**config.mk**
```make
export PLATFORM = sky130hd
export DESIGN_NAME = issue_scheduler
export DESIGN_NICKNAME = d
export VERILOG_FILES = /design/src/rtl/issue_scheduler_pkg.sv /design/src/rtl/issue_scheduler_rr_pick.sv /design/src/rtl/issue_scheduler.sv
export SDC_FILE = /design/constraint.sdc
export NUM_CORES = 1
export LEC_CHECK = 0
export ABC_AREA = 0
export ABC_CLOCK_PERIOD_IN_PS = 7320
export BUFFER_PORTS_ARGS = -buffer_cell sky130_fd_sc_hd__buf_2
export CORE_UTILIZATION = 48
export CTS_CLUSTER_DIAMETER = 200
export DETAILED_ROUTE_END_ITERATION = 6
export PLACE_DENSITY = 0.7
export REMOVE_ABC_BUFFERS = 1
export SYNTH_ARGS = -nofsm -noshare
export SYNTH_HDL_FRONTEND = slang
export SYNTH_HIERARCHICAL = 1
export SYNTH_SLANG_ARGS = --single-unit
```
**constraint.sdc**
```tcl
create_clock -name clk -period 7.32 [get_ports clk]
set_input_delay 0.366 -clock clk [delete_from_list [all_inputs] [get_ports clk]]
set_output_delay 0.366 -clock clk [all_outputs]
set_load 0.02 [all_outputs]
```
**src/rtl/issue_scheduler_pkg.sv**
```systemverilog
// Shared definitions for the issue scheduler: slot-state encoding and index-width helper.
package issue_scheduler_pkg;

  // Encoded as {occ, iss}; 2'b01 is unreachable.
  typedef enum logic [1:0] {
    FREE   = 2'b00,
    WAIT   = 2'b10,
    ISSUED = 2'b11
  } slot_state_e;

  function automatic int calc_iw(input int n);
    return (n < 2) ? 1 : $clog2(n);
  endfunction

endpackage

```
**src/rtl/issue_scheduler_rr_pick.sv**
```systemverilog
// Round-robin picker: first set bit of req at or after start, wrapping modulo bs.
module rr_pick
  import issue_scheduler_pkg::*;
#(
  parameter int bs = 16,
  localparam int IW = calc_iw(bs)
) (
  input  logic [bs-1:0] req,
  input  logic [IW-1:0] start,
  output logic          found,
  output logic [IW-1:0] index
);

  logic [bs-1:0] rotated;
  logic [IW-1:0] offset;

  // Rotate so start lands at bit 0, then take the lowest set bit.
  always_comb begin
    rotated = '0;
    for (int i = 0; i < bs; i++) begin
      rotated[i] = req[start + IW'(i)];
    end
    found  = |rotated;
    offset = '0;
    for (int i = bs - 1; i >= 0; i--) begin
      if (rotated[i]) offset = IW'(i);
    end
    index = start + offset;
  end

endmodule

```
**src/rtl/issue_scheduler.sv**
```systemverilog
// Issue scheduler: tracks slot state, issues ready slots round-robin, retires completions
// and requests refills of freed slots from fetch.
module issue_scheduler
  import issue_scheduler_pkg::*;
#(
  parameter int bs = 16,
  localparam int IW = calc_iw(bs)
) (
  input  logic          clk,
  input  logic          rst,
  input  logic [0:bs-1] independent_instr,
  output logic          issue_valid,
  output logic [IW-1:0] issue_index,
  input  logic          issue_ready,
  input  logic          done_valid,
  input  logic [IW-1:0] done_index,
  output logic          fill_valid,
  output logic [IW-1:0] fill_index,
  input  logic          fill_ready,
  output logic [IW:0]   occupancy,
  output logic          err
);

  logic [bs-1:0] occ_q, occ_d, iss_q, iss_d;
  logic [bs-1:0] fill_req, issue_req;
  logic [IW-1:0] issue_ptr_q, issue_ptr_d, fill_ptr_q, fill_ptr_d;
  logic [IW-1:0] issue_index_q, issue_index_d, fill_index_q, fill_index_d;
  logic          issue_valid_q, issue_valid_d, fill_valid_q, fill_valid_d;
  logic          err_q, err_d;
  logic [IW:0]   occupancy_q, occupancy_d;
  logic          fill_found, issue_found, done_ok;
  logic [IW-1:0] fill_pick, issue_pick;
  slot_state_e   st;

  always_comb begin
    fill_req  = '0;
    issue_req = '0;
    st        = FREE;
    for (int i = 0; i < bs; i++) begin
      st           = slot_state_e'({occ_q[i], iss_q[i]});
      fill_req[i]  = (st == FREE);
      issue_req[i] = (st == WAIT) && independent_instr[i];
    end
  end

  rr_pick #(.bs(bs)) u_fill_pick (
    .req   (fill_req),
    .start (fill_ptr_q),
    .found (fill_found),
    .index (fill_pick)
  );

  rr_pick #(.bs(bs)) u_issue_pick (
    .req   (issue_req),
    .start (issue_ptr_q),
    .found (issue_found),
    .index (issue_pick)
  );

  // A done for the slot being issued this cycle sees it still WAIT, so it is flagged.
  always_comb begin
    occ_d         = occ_q;
    iss_d         = iss_q;
    fill_ptr_d    = fill_ptr_q;
    fill_valid_d  = fill_valid_q;
    fill_index_d  = fill_index_q;
    issue_ptr_d   = issue_ptr_q;
    issue_valid_d = issue_valid_q;
    issue_index_d = issue_index_q;
    done_ok       = done_valid &&
                    (slot_state_e'({occ_q[done_index], iss_q[done_index]}) == ISSUED);
    err_d         = err_q | (done_valid & ~done_ok);

    if (fill_valid_q) begin
      if (fill_ready) begin
        occ_d[fill_index_q] = 1'b1;
        fill_ptr_d          = fill_index_q + 1'b1;
        fill_valid_d        = 1'b0;
      end
    end else if (fill_found) begin
      fill_valid_d = 1'b1;
      fill_index_d = fill_pick;
    end

    if (issue_valid_q) begin
      if (issue_ready) begin
        iss_d[issue_index_q] = 1'b1;
        issue_ptr_d          = issue_index_q + 1'b1;
        issue_valid_d        = 1'b0;
      end
    end else if (issue_found) begin
      issue_valid_d = 1'b1;
      issue_index_d = issue_pick;
    end

    if (done_ok) begin
      occ_d[done_index] = 1'b0;
      iss_d[done_index] = 1'b0;
    end

    occupancy_d = '0;
    for (int i = 0; i < bs; i++) begin
      occupancy_d = occupancy_d + (IW+1)'(occ_d[i]);
    end
  end

  always_ff @(posedge clk) begin
    if (rst) begin
      occ_q         <= '0;
      iss_q         <= '0;
      fill_ptr_q    <= '0;
      fill_valid_q  <= 1'b0;
      fill_index_q  <= '0;
      issue_ptr_q   <= '0;
      issue_valid_q <= 1'b0;
      issue_index_q <= '0;
      occupancy_q   <= '0;
      err_q         <= 1'b0;
    end else begin
      occ_q         <= occ_d;
      iss_q         <= iss_d;
      fill_ptr_q    <= fill_ptr_d;
      fill_valid_q  <= fill_valid_d;
      fill_index_q  <= fill_index_d;
      issue_ptr_q   <= issue_ptr_d;
      issue_valid_q <= issue_valid_d;
      issue_index_q <= issue_index_d;
      occupancy_q   <= occupancy_d;
      err_q         <= err_d;
    end
  end

  assign issue_valid = issue_valid_q;
  assign issue_index = issue_index_q;
  assign fill_valid  = fill_valid_q;
  assign fill_index  = fill_index_q;
  assign occupancy   = occupancy_q;
  assign err         = err_q;

endmodule

```
# Word level (Yosys, flattened, before mapping)
# Cells that the tools add are included.
[op_classes]
addsub = 49
mul = 0
div_mod_pow = 0
order_cmp = 38
eq_ne = 17
shift = 0
mux = 118
bitwise_logic = 10
reduce_logical = 42
[ops]
columns = ["cell", "count"]
rows = [
  ["$lt A4 B5 Y1 const B", 35],
  ["$bmux W1 S4", 34],
  ["$mux W4", 32],
  ["$mux W16", 6],
  ["$add A4 B4 Y4 const B", 16],
  ["$add A5 B1 Y5", 11],
  ["$mux W1", 43],
  ["$eq A2 B2 Y1 const B", 17],
  ["$add A4 B3 Y4 const B", 8],
  ["$and A16 B16 Y16", 2],
  ["$logic_not A2 Y1", 16],
  ["$or A16 B16 Y16", 2],
  ["$reduce_or A16 Y1", 2],
  ["$logic_and A1 B1 Y1", 20],
  ["$add A4 B1 Y4 const B", 4],
  ["$add A4 B2 Y4 const B", 4],
  ["$not A16 Y16", 1],
  ["$demux W1 S4", 3],
  ["$ge A4 B1 Y1 const B", 3],
  ["$add A4 B4 Y4", 2],
  ["$reduce_and A2 Y1", 4],
  ["$add A4 B1 Y5", 1],
  ["$add A3 B1 Y4", 1],
  ["$add A2 B1 Y3", 1],
  ["other kinds (4)", 6],
]
[word_totals]
register_bits = 56
latch_bits = 0
ram_bits = 0
rom_bits = 0
inputBits = 25
out_inout_bits = 16
elab_cells = 284
memories = 0

# Longest topological paths before layout
# Gate-level depths: netlist (run 1).
[logic_depth]
ltp_word = 24
ltp_mapped = 19
ltp_nobuf = 17

# Hierarchy
# Netlist (run 1), hierarchy kept.
[modules_own_cells]
columns = ["module", "instances", "cells_each", "area_each_um2", "seq_area_each_um2"]
rows = [
  ["issue_scheduler", 1, 349, 3228.1, 1121.1],
  ["rr_pick", 2, 131, 1597.8, 0.0],
]

# Worst setup path before layout (run 1)
# Ideal clock, no wire load.
[synth_timing]
path_type = "input to register"
from = "input port done_index[1]"
to = "register occupancy_q[3] (netlist: occupancy[3])"
setup_ns = 0.128
arrival_time_ns = 4.467
t_required_ns = 7.192
setup_slack_ns = 2.725
cell_stages = 16
n_path_buf = 2
cell_sequence = "buf_2 buf_4 mux2i_1 nor4_1 a21oi_1 fa_1 inv_1 fa_1 fa_1 fa_1 inv_1 ha_1 a21o_1 a21oi_1 xor2_1 nor2_1"
[synth_between]
elab_chain_cells = 22
word_cells_on_any_way = 29
classes_between = "15 x add/sub; 2 x order compare; 1 x eq/ne; 7 x mux; 2 x bitwise; 2 x reduce/logical"
[synth_rtl]
columns = ["item", "line_no", "rtl"]
rows = [
  ["from (decl)", "issue_scheduler.sv:16", "input logic [IW-1:0] done_index,"],
  ["$lt A4 B5 Y1 (implied by the code) or $ge A4 B1 Y1 (tied branches)", "issue_scheduler.sv:97", "occ_d[done_index] = 1'b0;"],
  ["$logic_and A1 B1 Y1 (implied by the code)", "issue_scheduler.sv:97", ""],
  ["$mux W1 (implied by the code)", "issue_scheduler.sv:97", ""],
  ["$demux W1 S4", "issue_scheduler.sv:97", ""],
  ["$not A16 Y16 (no source line)", "--", ""],
  ["$and A16 B16 Y16 (no source line)", "--", ""],
  ["$mux W16 (*)", "issue_scheduler.sv:96", "if (done_ok) begin"],
  ["via occ_d[1]", "issue_scheduler.sv:24", "logic [bs-1:0] occ_q, occ_d, iss_q, iss_d;"],
  ["$add A1 B1 Y2 (*)", "issue_scheduler.sv:103", "occupancy_d = occupancy_d + (IW+1)'(occ_d[i]);"],
  ["$add A2 B1 Y3 (*)", "issue_scheduler.sv:103", ""],
  ["$add A3 B1 Y4 (*)", "issue_scheduler.sv:103", ""],
  ["$add A4 B1 Y5 (*)", "issue_scheduler.sv:103", ""],
  ["$add A5 B1 Y5 (*) (11 in a row)", "issue_scheduler.sv:103", ""],
  ["to (signal assigned)", "issue_scheduler.sv:128", "occupancy_q <= occupancy_d;"],
  ["to (decl)", "issue_scheduler.sv:30", "logic [IW:0] occupancy_q, occupancy_d;"],
]
# The timed path passes the listed nets; every way through them passes the cells marked *. The select of a mux whose other input is x is not followed.
# A chain may end at the register's enable or synchronous reset.

# Worst setup path after layout (run 1)
[layout_timing]
from = "register issue_ptr_q[1]"
to = "register issue_index_q[3] (netlist: issue_index[3])"
[layout_between]
elab_chain_cells = 20
word_cells_on_any_way = 66
classes_between = "16 x add/sub; 48 x mux; 2 x reduce/logical"
[layout_rtl]
columns = ["item", "line_no", "rtl"]
rows = [
  ["from (decl)", "issue_scheduler.sv:26", "logic [IW-1:0] issue_ptr_q, issue_ptr_d, fill_ptr_q, fill_ptr_d;"],
  ["from (signal assigned)", "issue_scheduler.sv:125", "issue_ptr_q <= issue_ptr_d;"],
  ["$add A4 B4 Y4", "issue_scheduler_rr_pick.sv:21", "rotated[i] = req[start + IW'(i)];"],
  ["$bmux W1 S4", "issue_scheduler_rr_pick.sv:21", ""],
  ["$mux W1 (implied by the code)", "issue_scheduler_rr_pick.sv:21", ""],
  ["$mux W4 (16 in a row)", "issue_scheduler_rr_pick.sv:26", "if (rotated[i]) offset = IW'(i);"],
  ["$add A4 B4 Y4 (*)", "issue_scheduler_rr_pick.sv:28", "index = start + offset;"],
  ["via issue_pick[3]", "issue_scheduler.sv:32", "logic [IW-1:0] fill_pick, issue_pick;"],
  ["to (signal assigned)", "issue_scheduler.sv:127", "issue_index_q <= issue_index_d;"],
  ["to (decl)", "issue_scheduler.sv:27", "logic [IW-1:0] issue_index_q, issue_index_d, fill_index_q, fill_index_d;"],
]
# Marked as above.

==> results of run 1 <==
-- sequential cells by signal, indices dropped and copies added, names as in the netlist --
| signal | flops |
|---|---|
| issue_ptr_q | 4 |
| err | 1 |
| occupancy | 5 |
| fill_index | 4 |
| issue_valid | 1 |
| issue_index | 4 |
| iss_q | 16 |
| fill_valid | 1 |
| fill_ptr_q | 4 |
| occ_q | 16 |
-- placed cells by master (no fill, tap or decap), types with 4 or more instances in the layout --
master,n
a211oi_1,38
a21o_1,5
a21oi_1,66
and3b_1,16
buf_2,40
buf_4,5
clkbuf_16,5
dfxtp_1,56
fa_1,12
ha_1,33
inv_1,38
mux2_2,36
mux2i_1,47
mux4_1,26
mux4_2,32
nand2_1,17
nand2b_1,5
nand3_1,4
nor2_1,49
nor2b_1,9
nor3_1,13
nor3b_1,5
nor4b_4,4
o211ai_1,4
xnor2_1,14
xor2_1,14
-- power by group --
| part | total [µW] | switching [µW] | internal (µW) | leakage [µW] |
|---|---|---|---|---|
| clock | 240 | 112 | 128 | 0.0000742 |
| sequential | 321 | 10.9 | 310 | 0.000453 |
| combinational | 129 | 72.0 | 56.9 | 0.00209 |
-- kinds of logic after synthesis --
group | after synthesis | share of synthesized area
fa+ha+maj | 45 | 0.102
flops | 56 | 0.175
xor+xnor | 28 | 0.0382
simple gates | 134 | 0.120
buf+inv | 71 | 0.0645
mux | 141 | 0.355
compound gates | 136 | 0.146
-- worst min-delay path: stages --
cell	delay, ps
buf_2	110
inv_1	50
a21oi_1	50
nor2_1	70
-- synthesized netlist by cell type (9+ instances only) --
cell type,number
xor2_1,14
clkbuf_1,9
nor2_1,49
mux2i_1,47
xnor2_1,14
nor3_1,13
and3b_1,16
nand2_1,17
mux2_2,36
ha_1,33
fa_1,12
a211oi_1,38
a21oi_1,66
mux4_2,32
nor2b_1,9
inv_1,38
mux4_1,26
dfxtp_1,56
-- area by class of cell --
cell class | count | area [µm²]
inverters | 38 | 143
clock inverters | 3 | 22.5
multi-input cells | 484 | 4890
repair buffers | 45 | 238
well taps | 172 | 215
fillers | 1176 | 6070
flip-flops and latches | 56 | 1120
clock buffers | 5 | 125
-- metrics by stage --
step | setup slack (ps) | total power, µW | util | instance area (µm²) | cells
after global routing | 1980 | 719 | 0.527 | 6750 | 803
after detailed placement | 2250 | 456 | 0.515 | 6610 | 795
after floorplan | 2670 | 415 | - | 6150 | 578
after CTS | 2260 | 694 | 0.527 | 6750 | 803
after global placement | 2330 | 452 | 0.515 | 6610 | 795
final | 2260 | 690 | 0.527 | 6750 | 803
-- how the worst min path moves through the flow --
| stage | endpoint | from | slack, ps | depth (start not counted) |
|---|---|---|---|---|
| 2_1_floorplan | occupancy[1] | rst | 430 | 1 |
| 3_3_place_gp | err | err | 490 | 2 |
| 3_5_place_dp | err | err | 510 | 2 |
| 4_1_cts | issue_valid | issue_ready | 380 | 4 |
| 5_1_grt | err | done_valid | 400 | 3 |
| 6_report | issue_valid | issue_ready | 380 | 4 |
-- metal layers --
| metal | wire length (µm) | track usage | vias to the layer above | share of wire |
|---|---|---|---|---|
| met5 | 0 | 0 | - | 0 |
| met4 | 464 | 0.0857 | 0 | 0.029 |
| met3 | 884 | 0.0296 | 34 | 0.055 |
| met2 | 7970 | 0.396 | 155 | 0.49 |
| met1 | 6870 | 0.310 | 2561 | 0.42 |
| li1 | - | - | 2381 | - |
==> summary.txt, run 1 <==
Yosys
  – Post-synth EDFFs: 0
  – Area share of the largest cell type after synthesis: 0.175
  – Avg Cell Area, Syn: 10.5 µm²
  – Asr flop ratio synth: 0
  – FF+latch count, synth: 56
  – Synth area leaders: dfxtp_1 (17%), mux4_2 (11%), mux4_1 (11%), mux2i_1 (7.3%), ha_1 (6.4%)
  – Cell Area, Synth: 6420 µm²
  – Syn Inst Count: 611
  – Post-synthesis sequential area ratio: 0.175
  – Synth Flop Type: dfxtp_1
  – Netlist cell types: 49
  – Ys Warns: 6
  – Leading area contributor after synthesis: dfxtp_1

Route
  – Drt first pass iters: 5
  – Initial DRC count: 339
  – WL final: 16.2 mm
  – Vias/cell: between 6 and 7
  – Post-DR wirelength/cell: 20.2 µm
  – Final ANT Viol Nets: 0
  – DR DRC count: 0
  – Vias: roughly 5100

Worst setup path
  – Worst R2R Setup Slack: 2260 ps
  – RR Startpoint: issue_ptr_q[1]
  – Reg2Reg Depth: 14
  – CP max stage delay: 810 ps
  – Crit path max-delay family: multiplexers
  – Crit-path cells: inv_1, ha_1, mux4_1, mux4_1, o211ai_1, a211oi_1, o31a_1, ha_1, a21o_1, a21oi_1, xor2_1, xnor2_1, mux2i_1, nor2_1
  – Worst endpoint required time: 7470 ps
  – Endpoint class of the critical path: flip-flop
  – FF-to-FF End: issue_index[3]
  – Critical path endpoint: issue_index[3]
  – CP max stage cell: ha_1
  – CP arrival: 5210 ps
  – Worst Setup SP: issue_ptr_q[1]
  – Levels on crit path: 14
  – Critical path startpoint category: flip-flop
  – CP Max Fanout: 16
  – CP bufs+invs: 1
  – CP Class: reg -> reg

Clock tree
  – Clk pin slew, worst setup/hold paths: 70 ps
  – Clock tree root driver cell: clkbuf_16
  – Clock buffer depth: 2
  – Post-CTS Setup Repair Bufs: 0
  – Hold Buf Count CTS: 0
  – Post_cts resized: 0
  – Clock Sinks: 56
  – CTS tree: built
  – CTS buffer count: 5
  – Clk_lat worst skew: roughly 300 ps
  – H-tree Lvls: 2

Floorplanning
  – Initial Util: 0.501
  – Die ar.: ~14000 µm²
  – Num ports: 41
  – Die width: 118 µm
  – Chip Height: 118 µm
  – Core area: around 13000 µm²
  – Rows: 41

Placement
  – DP Wirelength: 12.7 mm
  – RePlAce Congestion: around 0.9
  – Port Buffer Count: 40

Cells and area
  – # diodes: 0
  – Final net count: 700
  – Area grow syn2layout: 5.12%
  – Share of cells above drive strength 1: 0.214

STA
  – Fin crit period: 5060 ps
  – Setup Viol. Count Final: 0
  – Max Clock Freq: 198 MHz
  – Slew Limit Fails: 0
  – Setup TNS: 0 ps
  – Final Hold Viols: 0
  – Clk_skew: 4.86 ps
  – Crit share post-route: 0.691
  – Actual slew at the worst max-slew pin: 1020 ps
  – Worst rel slew slack: 0.320
  – Hold Slack: 383 ps
  – RSZ-0062 raised after global routing: no

Run
  – Max-Cap Viols: 0

GRT
  – Grt ovf: 0
  – Largest net degree at the start of global routing: 57
  – GRT Total Usage: 0.236
  – First-pass GRT wire length: around 26 mm
  – Antenna violations before repair: 0
  – Vias in the first global route: roughly 5000

Pwr
  – VDD IR max: 0.000143 V
  – Cell Pwr Density: 102 nW/µm²
  – P_leak: ~0.0026 µW

Run status
  – Status: completed

Min path
  – Hold crit path type: in -> reg
Note: power is estimated with default switching activity, not from simulation.
==> run 2, diff against run 1 <==
Settings changed: ABC_AREA 0 to 1, ABC_CLOCK_PERIOD_IN_PS 7320 to 4700, PLACE_DENSITY 0.7 to 0.71.
Clock period 7.32 ns to 4.7 ns, I/O delays scaled along.
==> run 2 against run 1 <==
Die area decreased by 7.5%. Hold slack lost 130 ps. Critical endpoint is now occupancy[2]. Area after synthesis fell by 7.6%. Global-route usage is 3.6 points higher. Critical path type unchanged. Combinational power rose to 6.4 times the previous value.
==> summary.txt, run 2 <==
Clock tree
  – CTS tree: built
  – Clk_lat worst skew: 300 ps (about the same)
  – Hold Buf Count CTS: 0 (unchanged)
  – H-tree Lvls: 2 (unchanged)
  – Clk pin slew, worst setup/hold paths: 80 ps (about the same)
  – Clock tree root driver cell: clkbuf_16
  – CTS buffer count: 5 (unchanged)
  – Clock Sinks: 56 (unchanged)
  – Clock buffer depth: 2 (unchanged)

Pwr
  – VDD IR max: 0.000161 V (+13%)
  – P_leak: 0.00316 µW (+21%)
  – Pint: 986 µW (+99%)
  – Cell Pwr Density: 275 nW/µm² (+170%)
  – Comb power frac: 0.469 (+0.282)
  – P_sw: 770 µW (+300%)
  – Total chip power: 1760 µW (+150%)
  – Clock share of power: 0.219 (-0.129)
  – Sw Share: 0.438 (+0.156)
  – Register share of total power: 0.312 (-0.153)

Worst setup path
  – Endpoint class of the critical path: flip-flop
  – CP max stage delay: 500 ps (-310 ps)
  – CP Max Fanout: 7 (-9)
  – Worst endpoint required time: 4890 ps (-2580 ps)
  – CP max stage cell: fa_1
  – Most frequent CP cell: nand2_1
  – CP Class: reg -> reg
  – CP arrival: 4560 ps (-650 ps)
  – CP bufs+invs: 3 (+2)
  – Crit-path cells: nand2_1, nand2_1, nand2_1, nand2_1, nand2_1, nand2_1, nor2_2, nor2_2, a31oi_1, fa_1, fa_1, inv_1, fa_1, inv_1, fa_1, ha_1, inv_1, fa_1, o21ai_0, a21oi_1
  – Critical path startpoint category: flip-flop
  – Crit path max-delay family: adder cells

Route
  – WL final: 17.2 mm (+6.3%)
  – Initial DRC count: 573 (+69%)
  – Post-DR wirelength/cell: 14.8 µm (-27%)
  – DR DRC count: 0 (unchanged)
  – Final ANT Viol Nets: 0 (unchanged)
  – Vias/cell: 5.51 (-14%)
  – Drt first pass iters: 5 (unchanged)
  – Vias: 6397 (+25%)

Placement
  – RePlAce Congestion: 0.951 (+6.0%)
  – Port Buffer Count: 40 (unchanged)
  – DP Wirelength: 13.7 mm (+7.8%)

STA
  – Slew Limit Fails: 0 (unchanged)
  – Crit share post-route: 0.930 (+0.239)
  – Fin crit period: 4370 ps (-687 ps)
  – Final Hold Viols: 0 (unchanged)
  – Actual slew at the worst max-slew pin: 1110 ps (+93.4 ps)
  – Setup Viol. Count Final: 0 (unchanged)
  – Max Clock Freq: 229 MHz (+16%)
  – Worst rel slew slack: 0.257 (-0.0631)
  – Clk_skew: 12.3 ps (+7.43 ps)
  – Setup TNS: 0 ps (unchanged)
  – RSZ-0062 raised after global routing: no

Cells and area
  – Share of cells above drive strength 1: 0.115 (-0.0986)
  – Most frequent cells in the layout: nand2_1 (277), nand3_1 (149), nor2_1 (127)
  – Fill cells: 1271 (+8.1%)
  – # diodes: 0 (unchanged)
  – Commonest non-fill, non-tap cell in the layout: nand2_1
  – Area grow syn2layout: 7.59%
  – Final net count: 1083 (+55%)

Yosys
  – Syn Inst Count: 977 (+60%)
  – Synth Flop Type: dfxtp_1
  – Cell Area, Synth: 5930 µm² (-7.6%)
  – Leading area contributor after synthesis: dfxtp_1
  – Area share of the largest cell type after synthesis: 0.189 (+0.0144)
  – Commonest cells post-synth: nand2_1 (277), nand3_1 (149), nor2_1 (127)
  – Synth area leaders: dfxtp_1 (19%), nand2_1 (18%), nand3_1 (13%), nor2_1 (8.0%), ha_1 (7.0%)
  – Netlist cell types: 33 (-33%)
  – Post-synthesis sequential area ratio: 0.189 (+0.0144)
  – Ys Warns: 6 (unchanged)
  – Asr flop ratio synth: 0 (unchanged)
  – Avg Cell Area, Syn: 6.07 µm² (-42%)
  – FF+latch count, synth: 56 (unchanged)
  – Count leader, synth: nand2_1
  – Post-synth EDFFs: 0 (unchanged)

Run
  – Max-Cap Viols: 0 (unchanged)

GRT
  – Grt ovf: 0 (unchanged)
  – Largest net degree at the start of global routing: 35 (-39%)
  – First-pass GRT wire length: 27.6 mm (+5.9%)
  – Vias in the first global route: 5594 (+13%)
  – Antenna violations before repair: 0 (unchanged)
  – GRT Total Usage: 0.272 (+0.0364)

Floorplanning
  – Die width: 113 µm (-3.8%)
  – Core area: 12000 µm² (-6.3%)
  – Num ports: 41 (unchanged)
  – Chip Height: 113 µm (-3.8%)
  – Rows: 40 (-2.4%)
  – Die ar.: 12800 µm² (-7.5%)
  – Initial Util: 0.494 (-0.00692)

Run status
  – Status: completed

Min path
  – Hold crit path type: in -> reg
-- run 2: worst paths after layout --
path / slack (ps) / endpoint / from / cells after the start
worst max-delay path: 330 / occupancy[2] / occ_q[3] / 20
worst max register to register: 330 / occupancy[2] / occ_q[3] / 20
worst min register to register: 470 / err / err / 2
worst min-delay path: 260 / occupancy[1] / rst / 2
-- run 2: cell families after synthesis --
| group | Yosys count | share of synthesized area |
|---|---|---|
| fa+ha+maj | 45 | 0.110 |
| flops | 56 | 0.189 |
| compound gates | 133 | 0.122 |
| simple gates | 599 | 0.442 |
| xor+xnor | 26 | 0.0447 |
| buf+inv | 118 | 0.0926 |
-- run 2: what timing repair did --
action	CTS	global route
setup buffers	0	2
endpoints found under the setup margin	0	3
gates resized for setup	0	0
-- run 2: through the flow --
| step | area [µm²] | instances | utilization | hold WS (ps) | setup slack (ps) |
|---|---|---|---|---|---|
| after global routing | 6380 | 1161 | 0.531 | 267 | 29.8 |
| after global placement | 6210 | 1150 | 0.517 | 437 | 161 |
| final | 6380 | 1161 | 0.531 | 257 | 327 |
| after CTS | 6360 | 1158 | 0.530 | 242 | 241 |
| after floorplan | 5720 | 948 | - | 302 | 186 |
| after detailed placement | 6210 | 1150 | 0.517 | 450 | 99.2 |
-- run 2: final cells by class --
type                       instances  area [µm²]  share of cell area
sequential                        56        1120               0.176
clock inverter                     3        22.5             0.00353
clock buffer                       5         125              0.0196
timing repair buffer              57         328              0.0514
inverter                          89         334              0.0523
tap                              147         184              0.0288
multi-input combinational        804        4270               0.669
-- run 2: worst register-to-register path, cell delays in order, from the launching register on --
cell     delay (ps)
dfxtp_1         450
nand2_1          80
nand2_1          70
nand2_1          40
nand2_1          60
nand2_1          40
nand2_1          90
nor2_2           70
nor2_2          290
a31oi_1         190
fa_1            490
fa_1            500
inv_1            50
fa_1            480
inv_1            50
fa_1            470
ha_1            180
inv_1            60
fa_1            390
o21ai_0         170
a21oi_1          50
-- run 2: power by group through the flow --
stage | Clock (µW) | Sequential [µW] | Combinational (µW)
finish | 384 | 548 | 823
global route | 409 | 555 | 932
CTS | 389 | 548 | 813
detailed placement | 0 | 559 | 808
global placement | 0 | 559 | 803
floorplan | 0 | 581 | 569
-- run 2: per-layer routing --
layer,wire [µm],GRT usage,vias up
met5,0,0,-
met4,359,0.0746,0
met3,1070,0.0246,27
met2,7460,0.431,242
met1,8310,0.394,2870
li1,-,-,3258
==> run 3, diff against run 2 <==
Settings changed: ABC_AREA 1 to unset, PLACE_DENSITY 0.71 to 0.7.
==> run 3 against run 2 <==
Final area increased by 10%. Sequential share of layout area decreased by 1.6 points. First-iteration DRC count decreased by 33%. Utilization increased by 1.6 points. Largest cell class unchanged. Largest power group is now registers.
==> summary.txt, run 3 (same netlist as run 1, synthesis figures left out) <==
Route
  – Final ANT Viol Nets: 0 (unchanged)
  – WL final: 16.8 mm (-2.5%)
  – Post-DR wirelength/cell: 20.2 µm (+36%)
  – Initial DRC count: 382 (-33%)
  – DR DRC count: 0 (unchanged)
  – Vias/cell: 6.29 (+14%)
  – Vias: 5236 (-18%)
  – Drt first pass iters: 4 (-1)

GRT
  – GRT Total Usage: 0.244 (-0.0275)
  – Antenna violations before repair: 0 (unchanged)
  – Grt ovf: 0 (unchanged)
  – First-pass GRT wire length: 26.9 mm (-2.5%)
  – Largest net degree at the start of global routing: 57 (+63%)
  – Vias in the first global route: 5137 (-8.2%)

STA
  – Fin crit period: 4510 ps (+140 ps)
  – Crit share post-route: 0.960 (+0.0299)
  – Final Hold Viols: 0 (unchanged)
  – Setup TNS: 0 ps (unchanged)
  – Setup Viol. Count Final: 0 (unchanged)
  – Clk_skew: 8.20 ps (-4.09 ps)
  – Post-route worst setup slack: 187 ps (-140 ps)
  – Worst rel slew slack: 0.306 (+0.0488)
  – Slew Limit Fails: 0 (unchanged)
  – Max Clock Freq: 222 MHz (-3.1%)
  – Actual slew at the worst max-slew pin: 1040 ps (-72.0 ps)

Clock tree
  – Clock buffer depth: 2 (unchanged)
  – Clock tree root driver cell: clkbuf_16
  – CTS buffer count: 5 (unchanged)
  – Clock Sinks: 56 (unchanged)
  – Hold Buf Count CTS: 0 (unchanged)
  – CTS tree: built
  – Clk pin slew, worst setup/hold paths: 70 ps (about the same)
  – H-tree Lvls: 2 (unchanged)
  – Clk_lat worst skew: 300 ps (about the same)

Worst setup path
  – RR Startpoint: iss_q[3]
  – Endpoint class of the critical path: flip-flop
  – Worst endpoint required time: 4840 ps (-50 ps)
  – Most frequent CP cell: fa_1
  – Critical path endpoint: occupancy[3]
  – FF-to-FF End: occupancy[3]
  – Levels on crit path: 17 (-15%)
  – Critical path startpoint category: flip-flop
  – Reg2Reg Depth: 17 (-15%)
  – Worst R2R Setup Slack: 190 ps (-140 ps)
  – CP arrival: 4660 ps (+100 ps)
  – CP bufs+invs: 4 (+1)
  – Crit-path cells: mux4_2, a22oi_4, a21oi_4, a21oi_1, fa_1, inv_2, fa_1, inv_1, fa_1, inv_1, fa_1, inv_1, ha_1, a21o_1, a21oi_1, xor2_1, nor2_1
  – Worst Setup SP: iss_q[3]
  – Crit path max-delay family: adder cells
  – CP max stage delay: 600 ps (+100 ps)
  – CP Class: reg -> reg
  – CP Max Fanout: 9 (+2)
  – CP max stage cell: fa_1

Placement
  – RePlAce Congestion: 0.959 (+0.84%)
  – Pre-CTS setup slack: -96.4 ps (-196 ps)
  – Port Buffer Count: 40 (unchanged)
  – Cells after DPL: 822 (-29%)
  – DP Wirelength: 13.4 mm (-2.8%)

Floorplanning
  – Chip Height: 118 µm (+4.0%)
  – Core area: 12800 µm² (+6.8%)
  – Initial Util: 0.501 (+0.00692)
  – Die width: 118 µm (+4.0%)
  – Num ports: 41 (unchanged)
  – Rows: 41 (+2.5%)
  – Die ar.: 13800 µm² (+8.1%)

Cells and area
  – Cell Count, Final, Fillers Out: 832 (-28%)
  – Final net count: 729 (-33%)
  – Area grow syn2layout: 9.35%
  – Share of cells above drive strength 1: 0.262 (+0.147)
  – Most frequent cells in the layout: a21oi_1 (58), dfxtp_1 (56), nor2_1 (49)
  – Final core occ: 0.548 (+0.0162)
  – # diodes: 0 (unchanged)
  – Commonest non-fill, non-tap cell in the layout: a21oi_1

Run
  – Max-Cap Viols: 0 (unchanged)

Min path
  – Worst Hold Path Cells: 4 (+2)
  – Hold crit path type: in -> reg

Pwr
  – VDD IR max: 0.000153 V (-4.9%)
  – Total chip power: 1100 µW (-38%)
  – Cell Pwr Density: 156 nW/µm² (-43%)
  – P_leak: 0.00276 µW (-12%)

Run status
  – Status: completed
run 3: cell types whose count changed in the layout (fill, tap and decap cells not counted), moves of 32 or more:
cell | before | now
nand2_1 | 277 | 17
nand3_1 | 149 | 4
o21ai_0 | 40 | 2
mux2_2 | 0 | 36
a211oi_1 | 0 | 38
mux4_2 | 0 | 32
nor2_1 | 127 | 49
mux2i_1 | 0 | 47
inv_1 | 77 | 37
run 3: area by class of cell:
type,instances,area (µm²)
Fill cell,1115,5800
Multi-Input combinational cell,484,4940
Sequential cell,56,1120
Timing Repair Buffer,74,455
Tap cell,172,215
Clock buffer,7,143
Inverter,38,143
Clock inverter,1,7.51
run 3: worst min-delay path by stage:
| stage | startpoint | end | slack (ps) |
|---|---|---|---|
| after global routing | issue_ready | issue_valid | 270 |
| after global placement | err | err | 500 |
| after CTS | issue_ready | issue_valid | 240 |
| after floorplan | rst | occupancy[1] | 300 |
| final | issue_ready | issue_valid | 250 |
| after detailed placement | err | err | 490 |
run 3: what timing repair did:
action / in CTS / in global routing
setup endpoints to repair: 0 / 3
buffers inserted: 0 / 2
gates resized for setup: 0 / 12
run 3: metrics by stage:
step | hold WS, ps | area, µm²
3_5_place_dp | 493 | 6810
2_1_floorplan | 302 | 6150
4_1_cts | 243 | 6960
3_3_place_gp | 497 | 6810
5_1_grt | 273 | 7020
6_report | 247 | 7020
run 3: report_power, final:
part / total, µW / leakage [µW] / internal, µW / switching [µW]
logic: 213 / 0.00224 / 94.7 / 118
registers: 499 / 0.000453 / 483 / 16.1
clock network: 383 / 0.0000701 / 213 / 170
total: 1100 / 0.00276 / 791 / 304
run 3: layer usage:
layer  wire (µm)  part of all wire  global-route usage  up-vias
li1            -                 -                   -     2434
met1        7120              0.42               0.323     2581
met2        8390              0.50               0.417      185
met3         919             0.055              0.0310       36
met4         343             0.020              0.0705        0
met5           0                 0                   0        -
run 3: worst register-to-register path, cell delays in order (launching register included):
cell	delay (ps)
dfxtp_1	350
mux4_2	510
a22oi_4	290
a21oi_4	150
a21oi_1	190
fa_1	440
inv_2	80
fa_1	200
inv_1	70
fa_1	490
inv_1	50
fa_1	600
inv_1	70
ha_1	290
a21o_1	170
a21oi_1	170
xor2_1	170
nor2_1	60
